==> src/rtl/opfetch_pkg.sv <==
// Shared types and helpers for the operand-fetch front end.
package opfetch_pkg;

  typedef enum logic [0:0] {
    WAIT_BANK = 1'b0,
    RUN       = 1'b1
  } opfetch_state_e;

  localparam int REG_ZERO = 0;

  function automatic int bank_size(input int width);
    return 1 << width;
  endfunction

endpackage

==> src/rtl/opfetch_scoreboard.sv <==
// Busy-bit scoreboard for pending destination writes; a set beats a clear on the same bit.
module opfetch_scoreboard
  import opfetch_pkg::*;
#(
  parameter int BANK_WIDTH = 5
) (
  input  logic                  clk,
  input  logic                  rst,
  input  logic                  flush,
  input  logic                  set_en,
  input  logic [BANK_WIDTH-1:0] set_idx,
  input  logic                  clr_en,
  input  logic [BANK_WIDTH-1:0] clr_idx,
  input  logic [BANK_WIDTH-1:0] q1_idx,
  input  logic [BANK_WIDTH-1:0] q2_idx,
  input  logic [BANK_WIDTH-1:0] q_rd_idx,
  output logic                  q1_busy,
  output logic                  q2_busy,
  output logic                  q_rd_busy,
  output logic                  clr_busy
);

  localparam int NREG = bank_size(BANK_WIDTH);

  logic [NREG-1:0] busy_q;
  logic [NREG-1:0] busy_d;
  logic [NREG-1:0] set_mask;
  logic [NREG-1:0] clr_mask;

  always_comb begin
    set_mask = set_en ? (NREG'(1) << set_idx) : '0;
    clr_mask = clr_en ? (NREG'(1) << clr_idx) : '0;
    busy_d   = (busy_q & ~clr_mask) | set_mask;
    busy_d[REG_ZERO] = 1'b0;
  end

  always_ff @(posedge clk) begin
    if (rst || flush) busy_q <= '0;
    else              busy_q <= busy_d;
  end

  assign q1_busy   = busy_q[q1_idx];
  assign q2_busy   = busy_q[q2_idx];
  assign q_rd_busy = busy_q[q_rd_idx];
  assign clr_busy  = busy_q[clr_idx];

endmodule

==> src/rtl/opfetch_unit.sv <==
// Operand fetch / writeback front end of the register bank.
// Optional same-cycle writeback forwarding: define OPFETCH_BYPASS_EN.
//
// state     | meaning
// WAIT_BANK | bank not ready; no issue, writebacks flagged as errors
// RUN       | issuing instructions and converting writebacks to bank writes
module opfetch_unit
  import opfetch_pkg::*;
#(
  parameter int BANK_WIDTH     = 5,
  parameter int REGISTER_WIDTH = 32
) (
  input  logic                      clk,
  input  logic                      rst,
  input  logic                      id_valid,
  output logic                      id_ready,
  input  logic [BANK_WIDTH-1:0]     id_rs1,
  input  logic [BANK_WIDTH-1:0]     id_rs2,
  input  logic [BANK_WIDTH-1:0]     id_rd,
  input  logic                      id_rd_en,
  output logic                      ex_valid,
  input  logic                      ex_ready,
  output logic [REGISTER_WIDTH-1:0] ex_rs1_data,
  output logic [REGISTER_WIDTH-1:0] ex_rs2_data,
  output logic [BANK_WIDTH-1:0]     ex_rd,
  output logic                      ex_rd_en,
  input  logic                      wb_valid,
  input  logic [BANK_WIDTH-1:0]     wb_rd,
  input  logic [REGISTER_WIDTH-1:0] wb_data,
  output logic [BANK_WIDTH-1:0]     rb_rs1_sel,
  output logic [BANK_WIDTH-1:0]     rb_rs2_sel,
  input  logic [REGISTER_WIDTH-1:0] rb_rs1_data,
  input  logic [REGISTER_WIDTH-1:0] rb_rs2_data,
  output logic [BANK_WIDTH-1:0]     rb_rd_sel,
  output logic [REGISTER_WIDTH-1:0] rb_rd_data,
  output logic                      rb_reg_w,
  input  logic                      rb_ready,
  output logic                      wb_err
);

  localparam logic [0:0] S_WAIT_BANK = WAIT_BANK;
  localparam logic [0:0] S_RUN       = RUN;

  logic [0:0] state_q;
  logic       run;
  logic       wb_act;
  logic       flush;
  logic       accept;
  logic       hazard;
  logic       rs1_fwd;
  logic       rs2_fwd;
  logic       rs1_busy;
  logic       rs2_busy;
  logic       rd_busy;
  logic       wb_busy;
  logic       set_en;

  assign run    = (state_q == S_RUN);
  assign wb_act = wb_valid & run & (|wb_rd);
  assign flush  = run & ~rb_ready;

`ifdef OPFETCH_BYPASS_EN
  assign rs1_fwd = wb_act & (wb_rd == id_rs1);
  assign rs2_fwd = wb_act & (wb_rd == id_rs2);
`else
  assign rs1_fwd = 1'b0;
  assign rs2_fwd = 1'b0;
`endif

  // A destination whose busy bit clears this cycle still blocks: only sources forward.
  assign hazard = ((|id_rs1) & rs1_busy & ~rs1_fwd)
                | ((|id_rs2) & rs2_busy & ~rs2_fwd)
                | (id_rd_en & (|id_rd) & rd_busy);

  assign id_ready = run & rb_ready & ~hazard & (~ex_valid | ex_ready);
  assign accept   = id_valid & id_ready;
  assign set_en   = accept & id_rd_en & (|id_rd);

  assign rb_rs1_sel = id_rs1;
  assign rb_rs2_sel = id_rs2;
  assign rb_rd_sel  = wb_rd;
  assign rb_rd_data = wb_data;
  assign rb_reg_w   = wb_act;

  opfetch_scoreboard #(.BANK_WIDTH(BANK_WIDTH)) u_scoreboard (
    .clk       (clk),
    .rst       (rst),
    .flush     (flush),
    .set_en    (set_en),
    .set_idx   (id_rd),
    .clr_en    (wb_act),
    .clr_idx   (wb_rd),
    .q1_idx    (id_rs1),
    .q2_idx    (id_rs2),
    .q_rd_idx  (id_rd),
    .q1_busy   (rs1_busy),
    .q2_busy   (rs2_busy),
    .q_rd_busy (rd_busy),
    .clr_busy  (wb_busy)
  );

  always_ff @(posedge clk) begin
    if (rst) begin
      state_q <= S_WAIT_BANK;
    end else begin
      case (state_q)
        S_WAIT_BANK: if (rb_ready)  state_q <= S_RUN;
        default:     if (!rb_ready) state_q <= S_WAIT_BANK;
      endcase
    end
  end

  always_ff @(posedge clk) begin
    if (rst) begin
      ex_valid    <= 1'b0;
      ex_rs1_data <= '0;
      ex_rs2_data <= '0;
      ex_rd       <= '0;
      ex_rd_en    <= 1'b0;
    end else if (flush) begin
      ex_valid <= 1'b0;
    end else if (accept) begin
      ex_valid    <= 1'b1;
      ex_rs1_data <= !(|id_rs1) ? '0 : (rs1_fwd ? wb_data : rb_rs1_data);
      ex_rs2_data <= !(|id_rs2) ? '0 : (rs2_fwd ? wb_data : rb_rs2_data);
      ex_rd       <= id_rd;
      ex_rd_en    <= id_rd_en;
    end else if (ex_ready) begin
      ex_valid <= 1'b0;
    end
  end

  // Writes to r0 are silently dropped, so they never raise the error.
  always_ff @(posedge clk) begin
    if (rst)
      wb_err <= 1'b0;
    else if (wb_valid && (|wb_rd) && (!run || !wb_busy))
      wb_err <= 1'b1;
  end

endmodule

==> config.mk <==
export PLATFORM = sky130hd
export DESIGN_NAME = opfetch_unit
export DESIGN_NICKNAME = d
export VERILOG_FILES = /design/src/rtl/opfetch_pkg.sv /design/src/rtl/opfetch_scoreboard.sv /design/src/rtl/opfetch_unit.sv
export SDC_FILE = /design/constraint.sdc
export NUM_CORES = 1
export LEC_CHECK = 0
export ABC_AREA = 1
export ABC_CLOCK_PERIOD_IN_PS = 3500
export BUFFER_PORTS_ARGS = -buffer_cell sky130_fd_sc_hd__buf_2
export CORE_MARGIN = 3
export CORE_UTILIZATION = 51
export DETAILED_ROUTE_END_ITERATION = 8
export GPL_TIMING_DRIVEN = 0
export MAX_ROUTING_LAYER = met4
export PLACE_DENSITY = 0.88
export SLEW_MARGIN = 20
export SYNTH_ARGS = -nofsm -noshare
export SYNTH_HDL_FRONTEND = slang
export SYNTH_HIERARCHICAL = 1
export SYNTH_SLANG_ARGS = --single-unit
==> constraint.sdc <==
create_clock -name clk -period 3.5 [get_ports clk]
set_input_delay 0.35 -clock clk [delete_from_list [all_inputs] [get_ports clk]]
set_output_delay 0.35 -clock clk [all_outputs]
set_load 0.1 [all_outputs]
### Word level (Yosys, flattened, before mapping)

Index checks and enable logic that the tools add are counted.

| storage, ports and cells | value |
|---|---|
| register bits after elaboration | 105 |
| output and inout bits | 121 |
| word-level logic and storage cells | 66 |

| operators by class | value |
|---|---|
| magnitude comparators | 4 |
| shift-type cells | 2 |
| mux-type cells | 15 |
| bitwise operators | 23 |
| reduce and logical (&&, ||, !) cells | 13 |

Operator list:

| kind | count |
|---|---|
| $mux W32 | 4 |
| $shl A1 B5 Y32 const A | 2 |
| $and A32 B32 Y32 | 1 |
| $not A32 Y32 | 1 |
| $or A32 B32 Y32 | 1 |
| $lt A5 B6 Y1 const B | 4 |
| $bmux W1 S5 | 4 |
| $reduce_or A5 Y1 | 4 |
| $and A1 B1 Y1 | 13 |
| $mux W1 | 7 |
| $not A1 Y1 | 4 |
| $or A1 B1 Y1 | 3 |
| $logic_and A1 B1 Y1 | 2 |
| $logic_not A1 Y1 | 2 |
| $logic_or A1 B1 Y1 | 2 |
| $reduce_and A2 Y1 | 1 |
| $reduce_bool A2 Y1 | 1 |
| $reduce_or A2 Y1 | 1 |

### Logic depth before layout (Yosys ltp)

| depth | value |
|---|---|
| word-level depth | 13 |
| mapped depth | 21 |
| mapped depth without buffers | 16 |

### Hierarchy

The synthesis kept the hierarchy.

Modules (own cells, without submodules):

| module | times used | cells an instance | area an instance (µm²) | sequential area each (µm²) |
|---|---|---|---|---|
| opfetch_unit | 1 | 677 | 4135.2 | 1461.4 |
| opfetch_scoreboard | 1 | 508 | 2718.9 | 620.6 |

### Worst setup path after synthesis

Ideal clock, no wire load.

| path | value |
|---|---|
| path type | input to output |
| from | input id_rd[0] |
| to | output id_ready |
| arrival | 3.797 ns |
| data required time | 3.150 ns |
| slack | -0.647 ns |
| stages on the path | 14 |
| buffers on the path | 4 |
| cells stage by stage | buf_4 -> buf_2 -> nand2_1 -> nand3_1 -> nand3_1 -> nand2_1 -> nand2_1 -> nand2_1 -> nand2_1 -> nand2_1 -> nand3_1 -> buf_2 -> buf_2 -> nor3b_1 |

| between the ends | value |
|---|---|
| longest elaborated chain between the ends | 7 |
| elaborated cells between the ends (all ways) | 9 |
| those cells by class | mux: 2; bitwise: 6; reduce/logical: 1 |

Ends and longest elaborated chain:

| what | RTL line | RTL |
|---|---|---|
| start, declared | opfetch_unit.sv:19 | `input logic [BANK_WIDTH-1:0] id_rd,` |
| $bmux W1 S5 | opfetch_scoreboard.sv:44 | `assign q_rd_busy = busy_q[q_rd_idx];` |
| $mux W1 (not written as such) | opfetch_scoreboard.sv:44 |  |
| via rd_busy | opfetch_unit.sv:54 | `logic rd_busy;` |
| $and A1 B1 Y1 | opfetch_unit.sv:73 | `\| (id_rd_en & (\|id_rd) & rd_busy);` |
| $or A1 B1 Y1 | opfetch_unit.sv:73 |  |
| $not A1 Y1 | opfetch_unit.sv:75 | `assign id_ready = run & rb_ready & ~hazard & (~ex_valid \| ex_ready);` |
| $and A1 B1 Y1 (2 in a row) | opfetch_unit.sv:75 |  |
| end, declared | opfetch_unit.sv:16 | `output logic id_ready,` |

The timed path passes the listed nets, and every way through them passes these cells. The select of a mux whose other input is x is not followed.

### Final worst setup path

Ends and elaborated chain as after synthesis.

==> flow_summary.json <==
{
  "fin_skew_ns": 0.00767,
  "outcome": "completed",
  "place_area_um2": 8130,
  "yosys.cell_count.top_type": "nand2_1",
  "syn_inst": 1185,
  "rsz0062_at_grt": "no",
  "gp_congestion": 1.03,
  "switching_share_pct": 36.5,
  "die_h_um": 122,
  "yosys_register_bits": 104,
  "synth_nets": 1308,
  "pwr-share-clk_pct": 33.0,
  "io_buffers": 211,
  "routed_wl_um": 22200,
  "use_met1_pct": 37.9,
  "critPathKind": "in2out",
  "dp_slack_ns": -0.00381,
  "cp-start-kind": "input pin",
  "crit_required_ns": 3.15,
  "synth_area_leader_cell": "dfxtp_1",
  "critical_path.max_fanout": 10,
  "r2r_cells": 18,
  "peakVddDrop_mv": 0.332,
  "synth_ff_type": "dfxtp_1",
  "cts_root_buf": "clkbuf_16",
  "hold_depth": 2,
  "finalCriticalPeriod_ns": 3.21,
  "post-route-drc-count": 0,
  "cp.arrival_ns": 2.86,
  "grtUsageMet2_pct": 46.4,
  "synth-seq-area-share_pct": 30.4,
  "clkSinkCount": 104,
  "vias": 8155,
  "p_leak_nw": 4.62,
  "report.final.hold_viol_count": 0,
  "grt_max_degree": 17,
  "rows": 41,
  "cts_hold_buf": 0,
  "met3_usage_pct": 5.39,
  "grt_pass1_vias": 7127,
  "async_flop_share_pct": 0,
  "path_clk_slew_ns": 0.06,
  "synth_area_leaders": "dfxtp_1 30%, nand2_1 24%, inv_1 9.3%",
  "synth_edf_count": 0,
  "power_frac_comb_pct": 28.4,
  "h-tree-depth": 3,
  "die_area_um2": 14900,
  "fin_area_um2": 8440,
  "syn-cell-area_um2": 6850,
  "drtIter0Drc": 883,
  "cts_tree": "built",
  "grt_first_pass_wirelength_um": 34100,
  "antenna_found_initial": 1,
  "drv_slew": 0,
  "pwr-share-seq_pct": 38.6,
  "p_int_mw": 2.01,
  "hold_path_class": "in2reg",
  "coreArea_um2": 12900,
  "worstSetupEndpointType": "output pin",
  "syn_area_per_cell_um2": 5.78,
  "max_slew.worst_pin.slew_ns": 0.519,
  "overflow": 0,
  "clk_path_buf_depth": 2,
  "dp_hpwl_um": 16800,
  "grt.busiest_layer": "met2",
  "drive_above_1_share_pct": 22.7,
  "synth.distinct_cells": 28,
  "clk_latency_ns": 0.35,
  "layout_setup_ws_ns": 0.292,
  "syn_to_final_growth_pct": 23.1,
  "relSlewSlack_pct": 65.1,
  "p_sw_mw": 1.16,
  "ios": 244,
  "first_pass_iters": 5,
  "initial_core_util_pct": 53.2,
  "worst_hold_slack_ns": 0.188,
  "die_w_um": 122,
  "yosys.area.top_type_share_pct": 30.4,
  "fmax_ghz": 0.312,
  "numCtsBuffers": 9,
  "yosys_warnings": 6,
  "max_cap_violations": 0,
  "post_drt_via_cell_ratio": 5.15,
  "grt_use_total_pct": 29.5,
  "pwr_density_cell_nw_per_um2": 376,
  "synthTopCellsByCount": "434 x nand2_1, 169 x inv_1, 114 x nor2_1",
  "routedWlPerCell_um": 14.0,
  "fin_crit_sh_pct": 91.7,
  "nets": 1529,
  "finalSetupViolations": 0,
  "ant_nets": 0
}
## power by group through the flow
stage / registers (mW) / logic (mW) / clock network [mW]
5_1_grt: 1.23 / 0.959 / 1.10
2_1_floorplan: 1.44 / 0.518 / 0
6_report: 1.22 / 0.900 / 1.05
4_1_cts: 1.22 / 0.894 / 1.06
3_5_place_dp: 1.25 / 0.891 / 0
3_3_place_gp: 1.25 / 0.885 / 0
## state kept, by name, indices dropped and copies added (netlist names)
signal               cells
ex_rd                    5
ex_rs1_data             32
wb_err                   1
ex_rd_en                 1
u_scoreboard/busy_q     31
ex_rs2_data             32
ex_valid                 1
run                      1
## path summary, 6_finish.rpt
kind                          startpoint                 endpoint  slack, ns
setup / recovery                id_rd[0]                 id_ready       0.29
hold / removal                       rst                      run       0.19
setup reg to reg  u_scoreboard/busy_q[7]  u_scoreboard/busy_q[15]       0.50
hold reg to reg                   wb_err                   wb_err       0.47
## critical path: stages
cell     delay [ns]
buf_2          0.22
buf_4          0.20
buf_2          0.23
nand2_1        0.08
nand3_1        0.09
nand3_1        0.08
nand3_1        0.08
nand2_1        0.06
nand2_1        0.05
nand2_1        0.05
nand3_1        0.19
buf_2          0.27
buf_2          0.25
nor3b_2        0.18
buf_2          0.45
## metal layers
metal | up-vias | share of wire, % | wire length, um
met2 | 437 | 45 | 10100
met4 | 0 | 2.9 | 639
met3 | 66 | 11 | 2450
met5 | - | 0 | 0
li1 | 4043 | - | -
met1 | 3609 | 41 | 9030
## cells by family (layout without fill, tap and decap cells)
logic type / count (synthesis) / in the layout / share of synthesized area (%)
buffers and inverters: 289 / 515 / 20.0
other: 0 / 1 / 0
and+or+nand+nor: 724 / 724 / 44.6
AOI/OAI and AO/OA: 68 / 68 / 5.09
DFF: 104 / 104 / 30.4
## layout make-up
cell class / instances / area (um2)
flip-flops and latches: 104 / 2080
inverters: 177 / 664
clock buffers: 12 / 256
multi-input cells: 792 / 3410
fillers: 1211 / 4440
plain buffers: 111 / 701
clock inverters: 4 / 51.3
repair buffers: 211 / 1060
well taps: 172 / 215
diodes: 1 / 2.50
## what timing repair did
| item | 4_1_cts | 5_1_grt |
|---|---|---|
| resized for setup | 0 | 1 |
| endpoints found under the setup margin | 0 | 10 |
| buffers inserted | 0 | 0 |
## cell usage in the layout, fill, tap and decap left out, types with 2 or more instances in the layout
cell type,count
clkbuf_16,9
nor4_1,4
nand3b_1,2
clkbuf_8,2
buf_2,222
nor2_1,113
clkbuf_1,27
buf_1,9
buf_6,7
nand4_1,56
inv_2,8
nand3_1,105
inv_1,169
dfxtp_1,104
o21ai_0,32
nand2_1,434
nor2_2,2
buf_4,58
a21oi_1,33
## through the flow
step / TNS [ns] / util, % / power (mW) / instances
after floorplan: 0 / - / 1.96 / 1185
after global placement: -0.109 / 63.1 / 2.14 / 1568
after detailed placement: -0.00681 / 63.1 / 2.14 / 1568
after CTS: 0 / 65.5 / 3.17 / 1584
after global routing: 0 / 65.5 / 3.29 / 1584
final: 0 / 65.5 / 3.17 / 1584
(Power assumes the default switching activity.)
